**src/rtl/deser_pkg.sv**
```systemverilog
`default_nettype none
// ============================================================================
// Module      : deser_pkg
// Description : Shared types and constants for the bit deserializer.
//               - deser_state_t       : alignment state (HUNT / LOCKED)
//               - DESER_SYNC_DEFAULT  : default alignment/filler byte
//               - FRAME_CNT_W         : width of the emitted-word counter
// Revision    : 1.0 - initial release
// ============================================================================
package deser_pkg;

    typedef enum logic {
        HUNT   = 1'b0,
        LOCKED = 1'b1
    } deser_state_t;

    localparam logic [7:0] DESER_SYNC_DEFAULT = 8'hA5;
    localparam int         FRAME_CNT_W        = 8;

endpackage : deser_pkg
`default_nettype wire

```
**src/rtl/deser_out_reg.sv**
```systemverilog
`default_nettype none
// ============================================================================
// Module      : deser_out_reg
// Description : One-entry valid/ready holding register for assembled words.
// Ports       : clk       - rising-edge clock
//               rst_l     - asynchronous active-low reset
//               load      - a completed word is offered this cycle
//               din       - the offered word
//               ready     - consumer accepts dout when valid && ready
//               valid     - dout holds an undelivered word
//               dout      - held word (stable while valid && !ready)
//               full_drop - offered word cannot be stored (combinational)
// Revision    : 1.0 - initial release
// ============================================================================
module deser_out_reg #(
    parameter int WIDTH = 8
) (
    input  logic             clk,
    input  logic             rst_l,
    input  logic             load,
    input  logic [WIDTH-1:0] din,
    input  logic             ready,
    output logic             valid,
    output logic [WIDTH-1:0] dout,
    output logic             full_drop
);

    // The slot is free if it is empty or being drained in this same cycle.
    assign full_drop = load && valid && !ready;

    always_ff @(posedge clk or negedge rst_l) begin
        if (!rst_l) begin
            valid <= 1'b0;
            dout  <= '0;
        end else if (load && !full_drop) begin
            valid <= 1'b1;
            dout  <= din;
        end else if (ready) begin
            valid <= 1'b0;
        end
    end

endmodule : deser_out_reg
`default_nettype wire

```
**src/rtl/bit_deserializer.sv**
```systemverilog
`default_nettype none
// ============================================================================
// Module      : bit_deserializer
// Description : Hunts for a sync word in a serial bit stream, then packs each
//               following WIDTH bits MSB-first into a parallel word. Sync
//               words seen while locked are filler and are suppressed.
// Ports       : clk        - rising-edge clock
//               rst_l      - asynchronous active-low reset
//               q_in       - serial data bit
//               bit_valid  - q_in is sampled only when high
//               resync     - pulse: return to hunting
//               word_data  - assembled word
//               word_valid - word_data holds an undelivered word
//               word_ready - consumer accept
//               locked     - block is aligned
//               overrun    - pulse: a completed word was dropped
//               frame_cnt  - count of emitted words (wraps)
// Revision    : 1.0 - initial release
// ============================================================================
module bit_deserializer
    import deser_pkg::*;
#(
    parameter int               WIDTH = 8,
    parameter logic [WIDTH-1:0] SYNC  = WIDTH'(DESER_SYNC_DEFAULT)
) (
    input  logic                   clk,
    input  logic                   rst_l,
    input  logic                   q_in,
    input  logic                   bit_valid,
    input  logic                   resync,
    output logic [WIDTH-1:0]       word_data,
    output logic                   word_valid,
    input  logic                   word_ready,
    output logic                   locked,
    output logic                   overrun,
    output logic [FRAME_CNT_W-1:0] frame_cnt
);

    localparam int FILL_W = $clog2(WIDTH + 1);
    localparam int BCNT_W = $clog2(WIDTH);

    localparam logic [FILL_W-1:0] C_FILL_FULL = FILL_W'(WIDTH);
    localparam logic [BCNT_W-1:0] C_BIT_LAST  = BCNT_W'(WIDTH - 1);

    deser_state_t              r_state;
    // Only the low WIDTH-1 bits of the shift register are ever observed: the
    // post-shift word is {r_hist, q_in}, so the oldest bit is never needed.
    logic [WIDTH-2:0]          r_hist;
    logic [FILL_W-1:0]         r_fill;
    logic [BCNT_W-1:0]         r_bitcnt;
    logic                      r_overrun;
    logic [FRAME_CNT_W-1:0]    r_frame_cnt;

    logic [WIDTH-1:0]          w_shift;
    logic [FILL_W-1:0]         w_fill_next;
    logic                      w_match;
    logic                      w_complete;
    logic                      w_emit;
    logic                      w_drop;

    assign w_shift     = {r_hist, q_in};
    assign w_fill_next = (r_fill == C_FILL_FULL) ? C_FILL_FULL : r_fill + FILL_W'(1);

    // resync overrides both alignment and word completion in the same cycle.
    assign w_match    = (r_state == HUNT) && bit_valid && !resync &&
                        (w_shift == SYNC) && (w_fill_next == C_FILL_FULL);
    assign w_complete = (r_state == LOCKED) && bit_valid && !resync &&
                        (r_bitcnt == C_BIT_LAST);
    assign w_emit     = w_complete && (w_shift != SYNC);

    deser_out_reg #(
        .WIDTH (WIDTH)
    ) u_out_reg (
        .clk       (clk),
        .rst_l     (rst_l),
        .load      (w_emit),
        .din       (w_shift),
        .ready     (word_ready),
        .valid     (word_valid),
        .dout      (word_data),
        .full_drop (w_drop)
    );

    always_ff @(posedge clk or negedge rst_l) begin
        if (!rst_l) begin
            r_state     <= HUNT;
            r_hist      <= '0;
            r_fill      <= '0;
            r_bitcnt    <= '0;
            r_overrun   <= 1'b0;
            r_frame_cnt <= '0;
        end else begin
            r_overrun <= w_drop;
            if (w_emit && !w_drop) begin
                r_frame_cnt <= r_frame_cnt + FRAME_CNT_W'(1);
            end

            if (bit_valid) begin
                r_hist <= w_shift[WIDTH-2:0];
            end

            if (resync) begin
                r_state  <= HUNT;
                r_fill   <= '0;
                r_bitcnt <= '0;
            end else if (bit_valid) begin
                case (r_state)
                    HUNT: begin
                        if (w_match) begin
                            r_state  <= LOCKED;
                            r_bitcnt <= '0;
                            r_fill   <= '0;
                        end else begin
                            r_fill <= w_fill_next;
                        end
                    end
                    LOCKED: begin
                        r_bitcnt <= (r_bitcnt == C_BIT_LAST) ? '0 : r_bitcnt + BCNT_W'(1);
                    end
                    default: r_state <= HUNT;
                endcase
            end
        end
    end

    assign locked    = (r_state == LOCKED);
    assign overrun   = r_overrun;
    assign frame_cnt = r_frame_cnt;

endmodule : bit_deserializer
`default_nettype wire

```
**config.mk**
```make
export PLATFORM = sky130hd
export DESIGN_NAME = bit_deserializer
export DESIGN_NICKNAME = d
export VERILOG_FILES = /design/src/rtl/deser_pkg.sv /design/src/rtl/deser_out_reg.sv /design/src/rtl/bit_deserializer.sv
export SDC_FILE = /design/constraint.sdc
export NUM_CORES = 1
export LEC_CHECK = 0
export ABC_AREA = 1
export ABC_CLOCK_PERIOD_IN_PS = 1870
export CORE_ASPECT_RATIO = 0.7
export CORE_MARGIN = 2
export CORE_UTILIZATION = 52
export CTS_CLUSTER_DIAMETER = 200
export DETAILED_ROUTE_END_ITERATION = 8
export GPL_ROUTABILITY_DRIVEN = 0
export PLACE_DENSITY = 0.78
export SETUP_SLACK_MARGIN = 0.05
export SYNTH_ARGS = -nofsm -noshare
export SYNTH_HDL_FRONTEND = slang
export SYNTH_SLANG_ARGS = --single-unit
```
**constraint.sdc**
```tcl
create_clock -name clk -period 1.87 [get_ports clk]
set_clock_uncertainty 0.1 [all_clocks]
set_input_delay 0.374 -clock clk [delete_from_list [all_inputs] [get_ports clk]]
set_output_delay 0.374 -clock clk [all_outputs]
set_load 0.02 [all_outputs]
```
==> results of run 1 <==
-- registers in the layout, summed over array words and instances (netlist names) --
name,flops
r_fill,4
u_out_reg.valid,1
r_hist,7
r_bitcnt,3
u_out_reg.dout,8
frame_cnt,8
locked,1
overrun,1
-- routing by layer --
layer	wire, um	GRT usage	up-vias
met1	1580	0.307	567
met3	212	0.0613	6
li1	-	-	635
met5	0	0	-
met4	48	0.0545	0
met2	1420	0.327	40
-- area by class of cell --
| cell class | instances | area share |
|---|---|---|
| Sequential cell | 33 | 0.402 |
| Multi-Input combinational cell | 120 | 0.318 |
| Timing Repair Buffer | 38 | 0.171 |
| Clock buffer | 7 | 0.0469 |
| Inverter | 20 | 0.0377 |
| Tap cell | 36 | 0.0219 |
| Clock inverter | 1 | 0.00243 |
-- power by group --
group | internal [mW] | total, mW | switching [mW] | leakage [nW]
Combinational | 0.0415 | 0.108 | 0.0664 | 0.606
Sequential | 0.737 | 0.755 | 0.0172 | 0.430
Clock | 0.333 | 0.593 | 0.261 | 0.0542
Total | 1.11 | 1.46 | 0.344 | 1.09
-- final timing paths --
path / from / to / slack [ps]
worst max-delay path: frame_cnt[1] / frame_cnt[1] / 90
worst min-delay path: rst_l / frame_cnt[6] / 380
worst max register to register: r_bitcnt[0] / frame_cnt[5] / 180
worst min register to register: u_out_reg.dout[7] / u_out_reg.dout[7] / 380
max in group asynchronous: rst_l / overrun / 980
min in group clk: u_out_reg.dout[7] / u_out_reg.dout[7] / 380
-- cells by family after synthesis --
kind of cell               count (synthesis)  share of synthesized area
AOI/OAI and AO/OA                         18                     0.0674
buffers and inverters                     23                     0.0666
xor gates and xnor gates                   8                     0.0444
and+or+nand+nor                           89                      0.259
DFF                                       33                      0.523
adders and majority gates                  5                     0.0397
-- Yosys cell counts, types with 2 or more instances --
cell type	instances
dfrtp_1	33
nand3_1	10
nor2_1	9
nand4_1	2
nand2_2	2
nand2_1	56
o21ai_0	11
o21ai_1	2
ha_1	5
inv_1	17
o21ai_2	4
xor2_1	7
nor2_2	2
buf_6	2
inv_2	3
nor3_1	2
-- timing repair --
item | in CTS | in global routing
endpoints found under the hold margin | 0 | 0
endpoints found under the setup margin | 1 | 7
buffers inserted | 0 | 1
gates cloned | 0 | 0
resized for setup | 1 | 7
==> impl_metrics.tcl, run 1 <==
set metrics [dict create \
    outcome "completed" \
    setup_viol 0 \
    clockBufferDepth 2 \
    areaGrowthSynthToFinish_pct 30.3 \
    place_area_mm2 0.00193 \
    worst_setup_path_end_kind "output pin" \
    nFillCells 199 \
    leakage_nw 1.09 \
    core_area_mm2 0.00284 \
    initial_core_util 0.555 \
    cts_tree "yes" \
    placed_cells 246 \
    io_buffers 24 \
    netlist_area_mm2 0.00158 \
    cts_made_buffers 5 \
    critPathLaunchType "flip-flop" \
    io_pins 25 \
    synth_seq_cells 33 \
    path_cells "clkdlybuf4s50_1" \
    route.detailed.wl_per_inst_um 12.8 \
    cp_data_required_time_ps 1400 \
    dp_hpwl_mm 2.44 \
    post-place-ws_ps -86.5 \
    final_cell_area_mm2 0.00206 \
    grt_max_degree 34 \
    cts-hold-fix-buffers 0 \
    drive_above_1_share 0.183 \
    multi_input_area_um2 654 \
    worst-path-buf-inv 1 \
    drv_slew 0 \
    cpMaxStageDelayCell "clkdlybuf4s50_1" \
    synth.area.top_cells "dfrtp_1 52%, nand2_1 13%, inv_1 4.0%" \
    dr.pass1.iters 5 \
    num_vias 1248 \
    fin_tns_setup_ps 0 \
    worstPathArrival_ps 1300 \
    final_common_cell "nand2_1" \
    yosysSeqAreaShare 0.523 \
    vias_per_cell 4.89 \
    rsz0062_at_grt "yes" \
    synth_top_area_frac 0.523 \
    yosys.cell_types.count 25 \
    ant_nets 0 \
    cp_top_family "buffers and inverters" \
    powerDensity_mw_per_mm2 708 \
    crit_fanout 4 \
    crit_cells 1 \
    grt_first_pass_wirelength_mm 5.80 \
    clock_sinks 33 \
    max_stage_delay_ps 630 \
    syn_nets 187 \
    fin_cells 255 \
    path_class "reg -> out" \
    cap_violations 0 \
    remaining_drc_errors 0 \
    fmax_mhz 562 \
    fin_ws_ps 91.1 \
    hold_class "in -> async" \
    fin_nets 229 \
    die_area_mm2 0.00350 \
    period_share 0.951 \
    diodes 0 \
    drtIter0Drc 90 \
    layout_common_cells "56 x nand2_1, 33 x dfrtp_1, 20 x clkdlybuf4s50_1, 17 x inv_1, 14 x buf_4" \
    synth_largest_area_cell "dfrtp_1" \
    netlist_instances 176 \
    async_flop_share 1.00 \
    cts-root-buf "clkbuf_8" \
    wl_mm 3.26 \
    grt_usage 0.216 \
    grt_pass1_vias 1262 \
    clk_pin_slew_ps 70 \
    synth-edff-count 0 \
    synth_ff_type "dfrtp_1" \
    num_rows 16 \
    die_y_um 50.1 \
    ys_warn_count 0 \
    die_w_um 69.8 \
    r2r_cells 9 \
    utilization 0.723 \
    overflow 0 \
    htree_levels 2 \
    hold_slack_ps 375 \
    tightest_slew_ps 417 \
    antenna_found_initial 0 \
    clkLatencyLatePin_ps 280 \
    register_area_um2 826 \
    avgSynthCellArea_um2 8.96 \
    period_minus_slack_ps 1780 \
    relSlewSlack 0.722 \
    power.total_mw 1.46 \
    hold_viol 0 \
    irDropWorstVdd_mv 0.518 \
]
(Power assumes the default switching activity.)
==> run 2, diff against run 1 <==
GPL_ROUTABILITY_DRIVEN = not set   (was 0)
==> results of run 2 <==
Same layout as run 1: the final DEF is identical, and so are final timing and power.
==> run 3, diff against run 2 <==
--- a/config.mk
+++ b/config.mk
@@ -7,11 +7,11 @@
 export LEC_CHECK = 0
 export ABC_AREA = 1
-export ABC_CLOCK_PERIOD_IN_PS = 1870
+export ABC_CLOCK_PERIOD_IN_PS = 1600
 export CORE_ASPECT_RATIO = 0.7
 export CORE_MARGIN = 2
-export CORE_UTILIZATION = 52
+export CORE_UTILIZATION = 47
 export CTS_CLUSTER_DIAMETER = 200
 export DETAILED_ROUTE_END_ITERATION = 8
-export PLACE_DENSITY = 0.78
+export PLACE_DENSITY = 0.74
 export SETUP_SLACK_MARGIN = 0.05
 export SYNTH_ARGS = -nofsm -noshare
==> constraint.sdc (replaced) <==
create_clock -name clk -period 1.6 [get_ports clk]
set_clock_uncertainty 0.1 [all_clocks]
set_input_delay 0.48 -clock clk [delete_from_list [all_inputs] [get_ports clk]]
set_output_delay 0.48 -clock clk [all_outputs]
set_load 0.02 [all_outputs]
==> impl_metrics.tcl, run 3 (synthesis gave the netlist of run 1 again) <==
set metrics [dict create \
    powerDensity_mw_per_mm2 702 \
    dp_hpwl_mm 2.43 \
    p_int_mw 1.23 \
    vias_per_cell 4.94 \
    drtIter0Drc 53 \
    worstPathArrival_ps 1710 \
    cts_made_buffers 5 \
    antenna_found_initial 0 \
    clkPwrFrac 0.367 \
    core_area_mm2 0.00317 \
    grt_max_degree 34 \
    layout_common_cells "37 x nand2_1, 33 x dfrtp_1, 28 x buf_4, 13 x inv_1, 12 x nand2_2" \
    grt_usage 0.215 \
    areaGrowthSynthToFinish_pct 47.8 \
    num_rows 17 \
    die_y_um 52.5 \
    cts-root-buf "clkbuf_8" \
    drv_slew 0 \
    fin_ws_ps -39.6 \
    initial_core_util 0.498 \
    cts_tree "yes" \
    die_w_um 73.3 \
    power_frac_seq 0.540 \
    hold_viol 0 \
    relSlewSlack 0.815 \
    clock_sinks 33 \
    p_comb_frac 0.093 \
    die_area_mm2 0.00384 \
    clkLatencyLatePin_ps 290 \
    clockBufferDepth 2 \
    cp_data_required_time_ps 1670 \
    io_buffers 24 \
    cts-hold-fix-buffers 0 \
    wl_mm 3.77 \
    rsz0062_at_grt "yes" \
    crit_fanout 5 \
    final_cell_area_mm2 0.00233 \
    place_area_mm2 0.00203 \
    critPathLaunchType "flip-flop" \
    period_share 1.02 \
    swShare 0.247 \
    cap_violations 0 \
    final_common_cell "nand2_1" \
    period_minus_slack_ps 1640 \
    htree_levels 2 \
    fin_nets 248 \
    drive_above_1_share 0.454 \
    power.total_mw 1.64 \
    num_vias 1364 \
    leakage_nw 1.18 \
    setup_viol 13 \
    io_pins 25 \
    grt_pass1_vias 1348 \
    p_switching_mw 0.405 \
    outcome "finished, violations left" \
    violations "negative setup slack" \
    remaining_drc_errors 0 \
    dr.pass1.iters 4 \
    clk_pin_slew_ps 60 \
    diodes 0 \
    irDropWorstVdd_mv 0.431 \
    route.detailed.wl_per_inst_um 13.6 \
    worst_setup_path_end_kind "flip-flop" \
    grt_first_pass_wirelength_mm 6.08 \
    place.gp.congestion 0.834 \
    overflow 0 \
    fmax_mhz 610 \
    tightest_slew_ps 276 \
    hold_class "reg -> reg" \
    path_class "reg -> reg" \
    ant_nets 0 \
]
[run 3: cell count changes in the layout (fill, tap and decap cells not counted), moves of 5 or more]
cell / before / now
buf_4: 14 / 28
clkbuf_2: 0 / 9
clkdlybuf4s15_2: 0 / 5
clkdlybuf4s50_1: 20 / 2
nand2_1: 56 / 37
nand2_2: 2 / 12
nand2_4: 1 / 10
nor2_1: 8 / 3
[run 3: worst max-delay path, cell delays in order (launching register included)]
cell	delay, ps
dfrtp_1	360
ha_2	210
ha_4	150
nand2_4	50
nor2_4	110
nand2_4	90
nor2_8	150
buf_4	140
nand2_1	50
xor2_1	140
[run 3: repair_timing]
item,in CTS,in global routing
endpoints found under the setup margin,43,32
pin swaps,17,10
hold endpoints to repair,0,0
gates resized for setup,84,34
setup buffers,4,4
gates cloned,1,0
[run 3: cell type report]
type | count | area [um2]
Clock buffer | 8 | 80.1
Fill cell | 223 | 837
Inverter | 20 | 87.6
Multi-Input combinational cell | 120 | 820
Sequential cell | 33 | 826
Tap cell | 38 | 47.5
Timing Repair Buffer | 56 | 455
Timing Repair inverter | 1 | 16.3
[run 3: power groups by stage]
stage | clock (mW) | sequential (mW) | combinational, mW
CTS | 0.613 | 0.881 | 0.141
global placement | 0 | 0.894 | 0.123
global route | 0.652 | 0.887 | 0.172
detailed placement | 0 | 0.896 | 0.128
finish | 0.602 | 0.884 | 0.153
floorplan | 0 | 0.891 | 0.0638
[run 3: through the flow]
step | util | setup TNS (ps) | hold WS (ps) | worst slack [ps] | instances
after global placement | 0.641 | -8150 | 359 | -388 | 259
after global routing | 0.736 | -1490 | 405 | -106 | 276
after detailed placement | 0.641 | -9840 | 362 | -527 | 259
after CTS | 0.720 | -255 | 390 | -37.0 | 272
final | 0.736 | -272 | 384 | -39.6 | 276
after floorplan | - | 0 | 84.4 | 53.2 | 176
[run 3: metal layers]
layer,vias to the layer above,global-route usage,routed length [um]
met5,-,0,0
met4,0,0.0864,51
met3,5,0.0596,149
met2,24,0.330,1820
met1,664,0.287,1740
li1,671,-,-
[run 3: path summary, 6_finish.rpt]
path / from / end / slack, ps / cells past startpoint
setup / recovery: r_bitcnt[0] / frame_cnt[2] / -40 / 9
hold / removal: r_hist[2] / r_hist[3] / 380 / 2
setup reg to reg: r_bitcnt[0] / frame_cnt[2] / -40 / 9
hold reg to reg: r_hist[2] / r_hist[3] / 380 / 2
max in group asynchronous: rst_l / r_bitcnt[2] / 770 / 2
min in group asynchronous: rst_l / frame_cnt[7] / 460 / 2
